File: config.mk
export PLATFORM = sky130hd
export DESIGN_NAME = verdict_tally_flat
export DESIGN_NICKNAME = d
export VERILOG_FILES = /design/src/rtl/verdict_pkg.sv /design/src/rtl/verdict_tally_if.sv /design/src/rtl/sat_counter.sv /design/src/rtl/verdict_tally.sv /design/src/flat_wrapper.sv
export SDC_FILE = /design/constraint.sdc
export NUM_CORES = 1
export LEC_CHECK = 0
export ABC_CLOCK_PERIOD_IN_PS = 2000
export BUFFER_PORTS_ARGS = -buffer_cell sky130_fd_sc_hd__buf_2
export CORE_AREA = 5 5 65 111
export CTS_CLUSTER_DIAMETER = 50
export DETAILED_ROUTE_END_ITERATION = 6
export DIE_AREA = 0 0 70 116
export GPL_ROUTABILITY_DRIVEN = 0
export GPL_TIMING_DRIVEN = 0
export PLACE_DENSITY_LB_ADDON = 0.1
export SETUP_SLACK_MARGIN = 0.2
export SLEW_MARGIN = 20
export SYNTH_ARGS = -nofsm -noshare
export SYNTH_HDL_FRONTEND = slang
export SYNTH_HIERARCHICAL = 1
export SYNTH_SLANG_ARGS = --single-unit
File: constraint.sdc
create_clock -name clk -period 2 [get_ports clk]
set_input_delay 0.3 -clock clk [delete_from_list [all_inputs] [get_ports clk]]
set_output_delay 0.3 -clock clk [all_outputs]
set_load 0.005 [all_outputs]
File: src/rtl/verdict_pkg.sv
// Shared types for verdict_tally.
//   state_e   : report FSM states, one report word per R_* state
//   rpt_tag_e : tag carried with each report word
package verdict_pkg;

   typedef enum logic [2:0] {
      COLLECT,
      R_TOTAL,
      R_PASS,
      R_FAIL,
      R_FFAIL
   } state_e;

   typedef enum logic [1:0] {
      TAG_TOTAL,
      TAG_PASS,
      TAG_FAIL,
      TAG_FFAIL
   } rpt_tag_e;

endpackage

File: src/rtl/verdict_tally_if.sv
// Verdict input link, report output link and status of verdict_tally.
//   res_valid/res_ready/res_pass/res_id : verdict stream (producer -> tally)
//   fin_req                             : report request level
//   rpt_valid/rpt_ready/rpt_tag/
//   rpt_data/rpt_last                   : report word stream (tally -> sink)
//   busy, sat                           : status
// slave = the tally itself, master = producer/sink side.
interface verdict_tally_if #(
   parameter int CNT_W = 8,
   parameter int ID_W  = 4
);
   logic             res_valid;
   logic             res_ready;
   logic             res_pass;
   logic [ID_W-1:0]  res_id;
   logic             fin_req;
   logic             rpt_valid;
   logic             rpt_ready;
   logic [1:0]       rpt_tag;
   logic [CNT_W-1:0] rpt_data;
   logic             rpt_last;
   logic             busy;
   logic             sat;

   modport slave (
      input  res_valid, res_pass, res_id, fin_req, rpt_ready,
      output res_ready, rpt_valid, rpt_tag, rpt_data, rpt_last, busy, sat
   );

   modport master (
      output res_valid, res_pass, res_id, fin_req, rpt_ready,
      input  res_ready, rpt_valid, rpt_tag, rpt_data, rpt_last, busy, sat
   );
endinterface

File: src/rtl/sat_counter.sv
// Saturating up-counter.
//   clk, rst_n : clock, async active-low reset
//   clr        : synchronous clear (wins over inc)
//   inc        : count up by one unless already at max
//   cnt        : current count
//   at_max     : cnt == 2^W-1
module sat_counter #(
   parameter int W = 8
) (
   input  logic         clk,
   input  logic         rst_n,
   input  logic         clr,
   input  logic         inc,
   output logic [W-1:0] cnt,
   output logic         at_max
);

   assign at_max = &cnt;

   always_ff @(posedge clk or negedge rst_n) begin
      if (!rst_n)
         cnt <= '0;
      else if (clr)
         cnt <= '0;
      else if (inc && !at_max)
         cnt <= cnt + 1'b1;
   end

endmodule

File: src/rtl/verdict_tally.sv
// Verdict tally: counts pass/fail verdicts and, on fin_req, emits a four-word
// report (TOTAL, PASS, FAIL, FIRST_FAIL) over a valid/ready link, then clears.
//   clk   : rising-edge clock
//   rst_n : async active-low reset
//   bus   : verdict_tally_if slave (verdict input, report output, busy/sat)
// ID_W must be smaller than CNT_W so the has_fail flag and the id do not overlap
// in the FIRST_FAIL word.
module verdict_tally
   import verdict_pkg::*;
#(
   parameter int CNT_W = 8,
   parameter int ID_W  = 4
) (
   input  logic            clk,
   input  logic            rst_n,
   verdict_tally_if.slave  bus
);

   state_e           state, state_nxt;
   logic             collect;
   logic             hs;
   logic             clr;
   logic [CNT_W-1:0] total_cnt, pass_cnt, fail_cnt;
   logic             total_max, pass_max, fail_max;
   logic             has_fail;
   logic [ID_W-1:0]  first_id;
   rpt_tag_e         tag;
   logic [CNT_W-1:0] data;
   logic [CNT_W-1:0] ffail_word;

   assign collect = (state == COLLECT);
   assign hs      = bus.res_valid & collect;
   // Everything clears when the last report word is taken.
   assign clr     = (state == R_FFAIL) & bus.rpt_ready;

   sat_counter #(.W(CNT_W)) u_total (
      .clk(clk), .rst_n(rst_n), .clr(clr), .inc(hs),
      .cnt(total_cnt), .at_max(total_max)
   );
   sat_counter #(.W(CNT_W)) u_pass (
      .clk(clk), .rst_n(rst_n), .clr(clr), .inc(hs & bus.res_pass),
      .cnt(pass_cnt), .at_max(pass_max)
   );
   sat_counter #(.W(CNT_W)) u_fail (
      .clk(clk), .rst_n(rst_n), .clr(clr), .inc(hs & ~bus.res_pass),
      .cnt(fail_cnt), .at_max(fail_max)
   );

   // A counter at max holds there until the report clears it, so the OR of the
   // at_max flags already behaves as a sticky flag cleared with the counters.
   assign bus.sat = total_max | pass_max | fail_max;

   always_ff @(posedge clk or negedge rst_n) begin
      if (!rst_n) begin
         has_fail <= 1'b0;
         first_id <= '0;
      end else if (clr) begin
         has_fail <= 1'b0;
         first_id <= '0;
      end else if (hs && !bus.res_pass && !has_fail) begin
         has_fail <= 1'b1;
         first_id <= bus.res_id;
      end
   end

   always_ff @(posedge clk or negedge rst_n) begin
      if (!rst_n)
         state <= COLLECT;
      else
         state <= state_nxt;
   end

   always_comb begin
      state_nxt = state;
      case (state)
         COLLECT: if (bus.fin_req)   state_nxt = R_TOTAL;
         R_TOTAL: if (bus.rpt_ready) state_nxt = R_PASS;
         R_PASS:  if (bus.rpt_ready) state_nxt = R_FAIL;
         R_FAIL:  if (bus.rpt_ready) state_nxt = R_FFAIL;
         R_FFAIL: if (bus.rpt_ready) state_nxt = COLLECT;
         default:                    state_nxt = COLLECT;
      endcase
   end

   always_comb begin
      ffail_word              = '0;
      ffail_word[CNT_W-1]     = has_fail;
      ffail_word[ID_W-1:0]    = first_id;
   end

   // Report outputs decode from state only; counters cannot move outside
   // COLLECT, so the word holds stable while the sink stalls.
   always_comb begin
      tag  = TAG_TOTAL;
      data = '0;
      case (state)
         R_TOTAL: begin tag = TAG_TOTAL; data = total_cnt;  end
         R_PASS:  begin tag = TAG_PASS;  data = pass_cnt;   end
         R_FAIL:  begin tag = TAG_FAIL;  data = fail_cnt;   end
         R_FFAIL: begin tag = TAG_FFAIL; data = ffail_word; end
         default: begin tag = TAG_TOTAL; data = '0;         end
      endcase
   end

   assign bus.res_ready = collect;
   assign bus.busy      = ~collect;
   assign bus.rpt_valid = ~collect;
   assign bus.rpt_tag   = tag;
   assign bus.rpt_data  = data;
   assign bus.rpt_last  = (state == R_FFAIL);

endmodule
File: src/flat_wrapper.sv
// flat-port wrapper written by rule: the top's interface ports become plain ports
module verdict_tally_flat import verdict_pkg::*;
#(
   parameter int CNT_W = 8,
   parameter int ID_W  = 4
)
  (clk, rst_n, bus_res_valid, bus_res_pass, bus_res_id, bus_fin_req, bus_rpt_ready, bus_res_ready, bus_rpt_valid, bus_rpt_tag, bus_rpt_data, bus_rpt_last, bus_busy, bus_sat);
  verdict_tally_if #(.CNT_W(CNT_W), .ID_W(ID_W)) bus_i ();
  input  logic clk;
  input  logic rst_n;
  input wire logic [$bits(bus_i.res_valid)-1:0] bus_res_valid;
  input wire logic [$bits(bus_i.res_pass)-1:0] bus_res_pass;
  input wire logic [$bits(bus_i.res_id)-1:0] bus_res_id;
  input wire logic [$bits(bus_i.fin_req)-1:0] bus_fin_req;
  input wire logic [$bits(bus_i.rpt_ready)-1:0] bus_rpt_ready;
  output wire logic [$bits(bus_i.res_ready)-1:0] bus_res_ready;
  output wire logic [$bits(bus_i.rpt_valid)-1:0] bus_rpt_valid;
  output wire logic [$bits(bus_i.rpt_tag)-1:0] bus_rpt_tag;
  output wire logic [$bits(bus_i.rpt_data)-1:0] bus_rpt_data;
  output wire logic [$bits(bus_i.rpt_last)-1:0] bus_rpt_last;
  output wire logic [$bits(bus_i.busy)-1:0] bus_busy;
  output wire logic [$bits(bus_i.sat)-1:0] bus_sat;
  assign bus_i.res_valid = bus_res_valid;
  assign bus_i.res_pass = bus_res_pass;
  assign bus_i.res_id = bus_res_id;
  assign bus_i.fin_req = bus_fin_req;
  assign bus_i.rpt_ready = bus_rpt_ready;
  assign bus_res_ready = bus_i.res_ready;
  assign bus_rpt_valid = bus_i.rpt_valid;
  assign bus_rpt_tag = bus_i.rpt_tag;
  assign bus_rpt_data = bus_i.rpt_data;
  assign bus_rpt_last = bus_i.rpt_last;
  assign bus_busy = bus_i.busy;
  assign bus_sat = bus_i.sat;
  verdict_tally #(.CNT_W(CNT_W), .ID_W(ID_W)) u_core (.clk(clk), .rst_n(rst_n), .bus(bus_i));
endmodule
* After elaboration in Yosys (flattened, before gate mapping)
Cells that the tools add are included.
** Operators by class
- $add $sub $neg :: 3
- Eq/ne operators :: 9
- Muxes and demuxes :: 18
- Bitwise operators :: 8
- Reduce and logical (&&, ||, !) cells :: 19
** Operators with widths (number)
- 2-to-1 mux 8 bit :: 6
- case mux 8 bit (4 select lines) :: 1
- adder 8 x 1 -> 8 bit, second input constant :: 3
- AND reduction 8 bit :: 3
- 2-to-1 mux 3 bit :: 5
- case mux 3 bit (5 select lines) :: 1
- inequality test 2 bit, second input constant :: 5
- 2-to-1 mux 4 bit :: 2
- nonzero test 2 bit :: 4
- == test 3 x 2 -> 1 bit, second input constant :: 2
- case mux 2 bit (3 select lines) :: 1
- logical AND 1 bit :: 5
- logical NOT 1 bit :: 5
- AND reduction 5 bit :: 1
- bitwise AND 1 bit :: 4
- == test 3 x 1 -> 1 bit, second input constant :: 1
- == test 3 bit, second input constant :: 1
- logical NOT 3 bit :: 1
- 2-to-1 mux 1 bit :: 2
- inverter 1 bit :: 2
- OR 1 bit :: 2
** Storage, ports and cells
- Register bits after elaboration :: 32
- Input port bits :: 10
- Output and inout port bits :: 15
- Logic and storage cells :: 63

* Logic depth before layout (Yosys ltp)
Gate-level depths: netlist of the first run.
- Depth after elaboration :: 6
- Depth in mapped cells :: 7
- Gate-level depth less buffers :: 6

* Hierarchy
The synthesis of the first run kept the hierarchy.
** By module, submodules not included
- sat_counter :: times used 3, cells an instance 45, area an instance 475.5 um^2, sequential area each 200.2 um^2
- verdict_tally :: times used 1, cells an instance 78, area an instance 670.6 um^2, sequential area each 200.2 um^2

* Least setup slack after synthesis of the first run
No wires, ideal clock.
- Path kind :: register to register
- From :: register u_core.state[1]
- To :: register u_core.u_pass.cnt[0]
- Library setup time :: 125 ps
- Arrival time :: 1878 ps
- Required time :: 1875 ps
- Slack :: -3 ps
- Stages on the path, launching flop included :: 7
- Buffers on the path :: 1
- Period minus slack after synthesis :: 2003 ps
- Cells stage by stage :: dfrtp_1 -> buf_6 -> or4b_4 -> clkinv_2 -> and2_1 -> a21boi_4 -> mux2_4
** On the way
- Longest elaborated chain between the ends :: 5
- Elaborated cells between the ends (all ways) :: 8
- Classes of those cells :: 1 x eq/ne; 1 x mux; 3 x bitwise; 3 x reduce/logical
** Ends and longest elaborated chain
- start, declared :: RTL line verdict_tally.sv:19 : state_e state, state_nxt;
- start signal, assigned :: RTL line verdict_tally.sv:70 : state <= state_nxt;
- logical NOT 3 bit :: RTL line verdict_tally.sv:31 : assign collect = (state == COLLECT);
- bitwise AND 1 bit :: RTL line verdict_tally.sv:32 : assign hs = bus.res_valid & collect;
- net u_core.hs :: RTL line verdict_tally.sv:21 : logic hs;
- bitwise AND 1 bit :: RTL line verdict_tally.sv:41 : .clk(clk), .rst_n(rst_n), .clr(clr), .inc(hs & bus.res_pass),
- logical AND 1 bit :: RTL line sat_counter.sv:25 : else if (inc && !at_max)
- nonzero test 2 bit (no line)
- end signal, assigned :: RTL line sat_counter.sv:26 : cnt <= cnt + 1'b1;
- end, declared :: RTL line sat_counter.sv:14 : output logic [W-1:0] cnt,
The timed path passes the listed nets, and every way through them passes these cells.
A chain may end at the register's enable or synchronous reset.

* Worst setup path in the final report of the first run
- From :: register u_core.state[1]
- To :: register u_core.u_pass.cnt[7]
The elaborated chain is that of the path after synthesis.

==> impl_metrics.toml, run 1 <==
[outcome]
status = "finished clean"

[clocking]
cts_tree = "yes"
cts_max_level = 2
path_clk_slew_ns = 0.07
clkLatencyLatePin_ns = 0.28
ctsHoldBuffers = 0
cts_buffers = 5
cts_buffer_depth = 2
root_buffer = "clkbuf_8"
clock_sinks = 32

[timing]
tns_ns = 0
clock_skew_ns = 0.00466
clock.fmax_mhz = 501
finalWorstPathRequiredPeriod_ns = 2.00
setup_viol = 0
hold_ws_ns = 0.0898
rsz0062_at_grt = "true"
slew_headroom = 0.494
finalHoldViolations = 0
period_share = 0.999
maxSlewViolCount = 0
worst_slew_pin_slew_ns = 0.758

[drt]
drcViolationCount = 0
wl_met1_mm = 2.45
drt_iter0_drc = 72
avgViaCountPerCell = 5.47
met2_length_mm = 3.53
top_layer_used = "met4"
drtPass1Iterations = 4
dr_wl_met3_um = 151
detail_route.wl_per_cell_um = 17.7
routed-via-count = 1963
wl_mm = 6.36
ant_nets = 0

[critical_path]
worstPathArrival_ns = 2.16
worst_ep_required_time_ns = 2.16
crit_slowest_cell = "or4b_4"
r2r_cells = 7
worstSetupEndpointType = "register"
worst-path-stages = 7
crit_type = "register to register"
cp_top_family = "simple AND/OR/NAND/NOR gates"
worstPathCellList = "buf_6 -> or4b_4 -> clkinv_4 -> and2_4 -> nand4_1 -> o31ai_2 -> a21oi_1"
path_max_fanout = 6
critPathBufInv = 2
slowest_delay_ns = 0.57
crit_path_start_kind = "register"

[floorplanning]
dieArea_mm2 = 0.00812
coreArea_mm2 = 0.00618
start_util = 0.339
die_x_um = 70
row_count = 38
ioPinCount = 25
die_h_um = 116

[global_route]
grt_pass1_vias = 2053
grt_max_degree = 33
grtUsageTotal = 0.160
overflow = 0
antenna_found_initial = 0
grt_pass1_wl_mm = 10.3

[final_layout]
fin_util = 0.488
multi_input_area_mm2 = 0.00140
n_fill_cell = 612
area_growth_pct = 43.7
regArea_um2 = 805
drive_above_1_share = 0.530
final-instance-count-excl-fill = 359
fin_nets = 292
final_area_mm2 = 0.00301
antenna_cells = 0

[power]
power_density_mw_per_mm2 = 1180
ir_drop_uv = 501
p_leak_nw = 1.35

[synthesis]
synthesis.area_mm2 = 0.00210
syn_avg_cell_area_um2 = 9.85
ys_seq_elements = 32
synth_flop_cell = "dfrtp_1"
ys_seq_area_frac = 0.382
synth_cell_types = 45
synth_edf_count = 0
syn_inst = 213
syn_nets = 226
async_flop_share = 1.00
synth_warnings = 6

[job]
maxCapViolations = 0

[placed_design]
io_buffers = 24
placed_cells = 317
placed_area_mm2 = 0.00233
place_hpwl_mm = 4.18

[hold_path]
min_path_type = "primary input to async pin"
-- power by group --
part           internal, mW  leakage, nW  switching [mW]
clock                 0.307       0.0503           0.244
sequential            0.841        0.416           0.217
combinational          1.05        0.886           0.897
-- registers in the layout, summed over array words and instances, names as in the netlist --
register	cells
u_core/has_fail	1
u_core/u_fail/cnt	8
u_core/state	3
u_core/u_pass/cnt	8
u_core/first_id	4
u_core/u_total/cnt	8
-- cell usage after synthesis (4+ instances only) --
library cell / count / area [um^2]
dfrtp_1: 32 / 801
a21oi_1: 17 / 85.1
nand2_1: 10 / 37.5
nor2_1: 10 / 37.5
nand4_1: 9 / 56.3
a22oi_1: 8 / 60.1
inv_1: 8 / 30.0
mux2i_1: 8 / 80.1
nand2b_1: 8 / 50.1
nor3_1: 7 / 35.0
a211oi_1: 6 / 45.0
a31oi_1: 6 / 37.5
o22ai_1: 5 / 31.3
buf_4: 4 / 30.0
buf_6: 4 / 45.0
mux2_2: 4 / 45.0
nand3_1: 4 / 20.0
nor2b_1: 4 / 25.0
o31ai_1: 4 / 30.0
-- what timing repair did --
item,in CTS,in global routing
buffers inserted,32,3
gates resized for setup,56,25
hold endpoints to repair,0,0
setup endpoints to repair,32,36
pin swaps,34,13
-- worst paths after layout --
check | slack (ns) | start | to
setup / recovery | 0.002 | u_core/state[1]$_DFFE_PN0P_ | u_core/u_pass/cnt[7]$_DFFE_PN0P_
hold / removal | 0.09 | rst_n | u_core/state[2]$_DFFE_PN0P_
setup reg to reg | 0.002 | u_core/state[1]$_DFFE_PN0P_ | u_core/u_pass/cnt[7]$_DFFE_PN0P_
hold reg to reg | 0.56 | u_core/first_id[2]$_DFFE_PN0P_ | u_core/first_id[2]$_DFFE_PN0P_
max in group asynchronous | 1.38 | rst_n | u_core/u_total/cnt[0]$_DFFE_PN0P_
min in group clk | 0.23 | bus_res_id[1] | u_core/first_id[1]$_DFFE_PN0P_
-- area by class of cell --
type,instances,area share
clock buffers,7,0.0320
inverters,9,0.0137
well taps,80,0.0332
flip-flops and latches,32,0.267
repair buffers,59,0.144
multi-input cells,159,0.466
plain buffers,13,0.0448
-- placed cells by master, fill, tap and decap left out, types with 3 or more instances in the layout --
cell type,instances
nand4b_1,3
a21oi_1,11
a22oi_2,6
and3_4,6
inv_1,5
clkbuf_8,7
nor3_1,3
o21bai_1,3
a21boi_4,3
and4b_1,3
nand3_1,4
buf_4,25
nand2_1,7
nor3_2,3
a31oi_1,6
o31ai_1,3
and4_4,6
buf_2,24
nor2_1,9
a211oi_2,5
dfrtp_2,3
o22ai_1,4
mux2_2,3
a21oi_2,6
o311ai_1,3
mux2_4,4
nand4_1,9
and2b_1,3
buf_6,21
ha_4,3
dfrtp_1,29
mux2i_1,8
nand2b_1,7
-- kinds of logic after synthesis --
logic type	after synthesis	synth area share
DFF	32	0.382
muxes	15	0.0811
and+or+nand+nor	81	0.250
buffers and inverters	22	0.0632
xor gates and xnor gates	1	0.00418
AOI/OAI and AO/OA	59	0.202
adders and majority gates	3	0.0179
-- worst register-to-register path, delay by kind of cell (launching register included) --
family / cells / cell delay (ns)
compound gates: 2 / 0.40
buf+inv: 2 / 0.22
simple gates: 3 / 0.89
flops: 1 / 0.37
-- layer usage --
metal  up-vias  global-route usage
met5         -                   0
met4         0              0.0870
met1       960               0.168
met2        45               0.304
met3        21              0.0226
li1        937                   -
-- through the flow --
stage / power, mW / worst slack (ns)
after floorplan: 1.95 / 0.0947
after global placement: 2.33 / -0.0695
after detailed placement: 2.35 / -0.0708
after CTS: 3.42 / 0.0476
after global routing: 3.79 / -0.0693
final: 3.56 / 0.00227
Power figures use the tool's default switching activity.
==> inputs of run 2 (changes only) <==
Settings changed: ABC_CLOCK_PERIOD_IN_PS 2000 to 2020.
Clock period 2 ns to 2.02 ns, I/O delays scaled along.
==> run 2 against run 1 <==
Net effect:
- clock skew up 0.0054 ns
- total power is 3.8% higher
- critical path depth decreased by 1
- die area did not move
- clock power grew 27%
- global-route usage is essentially flat
- wire length increased by 0.77%
- via count is 1.9% higher
- worst setup slack better by 0.062 ns
- register-to-register slack better by 0.07 ns
- design area increased by 1.5%
==> impl_metrics.toml, run 2 (synthesis results as in run 1) <==
[outcome]
status = "finished clean"

[critical_path]
crit_slowest_cell = "dfrtp_1"
worstPathArrival_ns = 1.65
cp_top_family = "simple AND/OR/NAND/NOR gates"
critPathBufInv = 3
path_max_fanout = 8
crit_path_start_kind = "register"
worstPathCellList = "buf_6 -> and3_4 -> nand2_4 -> inv_2 -> or3_1 -> buf_2"
worst_ep_required_time_ns = 1.72
crit_type = "register to primary output"
slowest_delay_ns = 0.40
worstSetupEndpointType = "primary output"

[final_layout]
area_growth_pct = 45.9
n_fill_cell = 591
fin_nets = 299
antenna_cells = 0
final_area_mm2 = 0.00306
final-instance-count-excl-fill = 367
final_common_cell = "buf_4"
regArea_um2 = 806
reg.largest.list = "u_core/u_fail/cnt x8, u_core/u_pass/cnt x8, u_core/u_total/cnt x8"
multi_input_area_mm2 = 0.00138
layout_common_cells = "buf_4 (35), dfrtp_1 (28), buf_2 (25), buf_6 (18), a21oi_1 (15)"
drive_above_1_share = 0.516

[job]
maxCapViolations = 0

[timing]
clock_skew_ns = 0.0101
rsz0062_at_grt = "true"
worst_slew_pin_slew_ns = 0.797
slew_headroom = 0.469
setup_viol = 0
clock.fmax_mhz = 511
tns_ns = 0
finalWorstPathRequiredPeriod_ns = 1.96
finalHoldViolations = 0
period_share = 0.968
hold_ws_ns = 0.0943
maxSlewViolCount = 0

[drt]
drt_iter0_drc = 121
detail_route.wl_per_cell_um = 17.5
drcViolationCount = 0
routed-via-count = 2001
avgViaCountPerCell = 5.45
drtPass1Iterations = 4
wl_mm = 6.41
ant_nets = 0

[clocking]
root_buffer = "clkbuf_8"
path_clk_slew_ns = 0.07
cts_tree = "yes"
cts_buffer_depth = 2
cts_max_level = 2
cts_buffers = 5
clkLatencyLatePin_ns = 0.30
ctsHoldBuffers = 0
clock_sinks = 32

[global_route]
grt_pass1_wl_mm = 10.1
grt_pass1_vias = 2040
grtUsageTotal = 0.160
overflow = 0
grt_max_degree = 33
antenna_found_initial = 0

[placed_design]
placed_cells = 317
io_buffers = 24
placed_area_mm2 = 0.00233
place_hpwl_mm = 4.17

[power]
p_leak_nw = 1.41
power_density_mw_per_mm2 = 1210
ir_drop_uv = 701

[floorplanning]
start_util = 0.339
coreArea_mm2 = 0.00618
row_count = 38
dieArea_mm2 = 0.00812
die_h_um = 116
die_x_um = 70
ioPinCount = 25

[hold_path]
min_path_type = "primary input to async pin"
[run 2: metrics by stage]
stage	setup slack [ns]	power (mW)	util
global route	0.00457	3.95	0.495
global placement	-0.0770	2.31	0.377
finish	0.0642	3.69	0.495
CTS	0.0596	3.46	0.458
detailed placement	-0.0655	2.33	0.377
floorplan	0.115	1.93	-
[run 2: report_power, final]
group          internal, mW  switching (mW)
clock                 0.435           0.261
sequential            0.834           0.206
combinational          1.07           0.883
[run 2: final timing paths]
check,start,end,slack (ns),cells after the start
worst max register to register,u_core/state[1]$_DFFE_PN0P_,u_core/u_pass/cnt[3]$_DFFE_PN0P_,0.07,8
worst max-delay path,u_core/u_pass/cnt[3]$_DFFE_PN0P_,bus_sat,0.06,6
max in group asynchronous,rst_n,u_core/u_pass/cnt[0]$_DFFE_PN0P_,1.38,1
worst min-delay path,rst_n,u_core/first_id[2]$_DFFE_PN0P_,0.09,1
min in group clk,bus_res_id[2],u_core/first_id[2]$_DFFE_PN0P_,0.22,3
worst min register to register,u_core/first_id[1]$_DFFE_PN0P_,u_core/first_id[1]$_DFFE_PN0P_,0.55,2
[run 2: layout make-up]
class | count | area share
sequential | 32 | 0.263
inverter | 9 | 0.0135
timing repair buffer | 66 | 0.155
clock buffer | 7 | 0.0315
multi-input combinational | 159 | 0.451
buffer | 13 | 0.0433
clock inverter | 1 | 0.00981
tap | 80 | 0.0327
[run 2: routing by layer]
layer / vias to the layer above / global-route usage / part of all wire / routed length (um)
li1: 953 / - / - / -
met1: 984 / 0.162 / 0.39 / 2470
met2: 45 / 0.300 / 0.55 / 3530
met3: 19 / 0.0304 / 0.027 / 172
met4: 0 / 0.0959 / 0.037 / 236
met5: - / 0 / 0 / 0
[run 2: what timing repair did]
action | 4_1_cts | 5_1_grt
setup endpoints to repair | 29 | 32
buffers inserted | 28 | 14
pin swaps | 22 | 23
gates resized for setup | 46 | 30
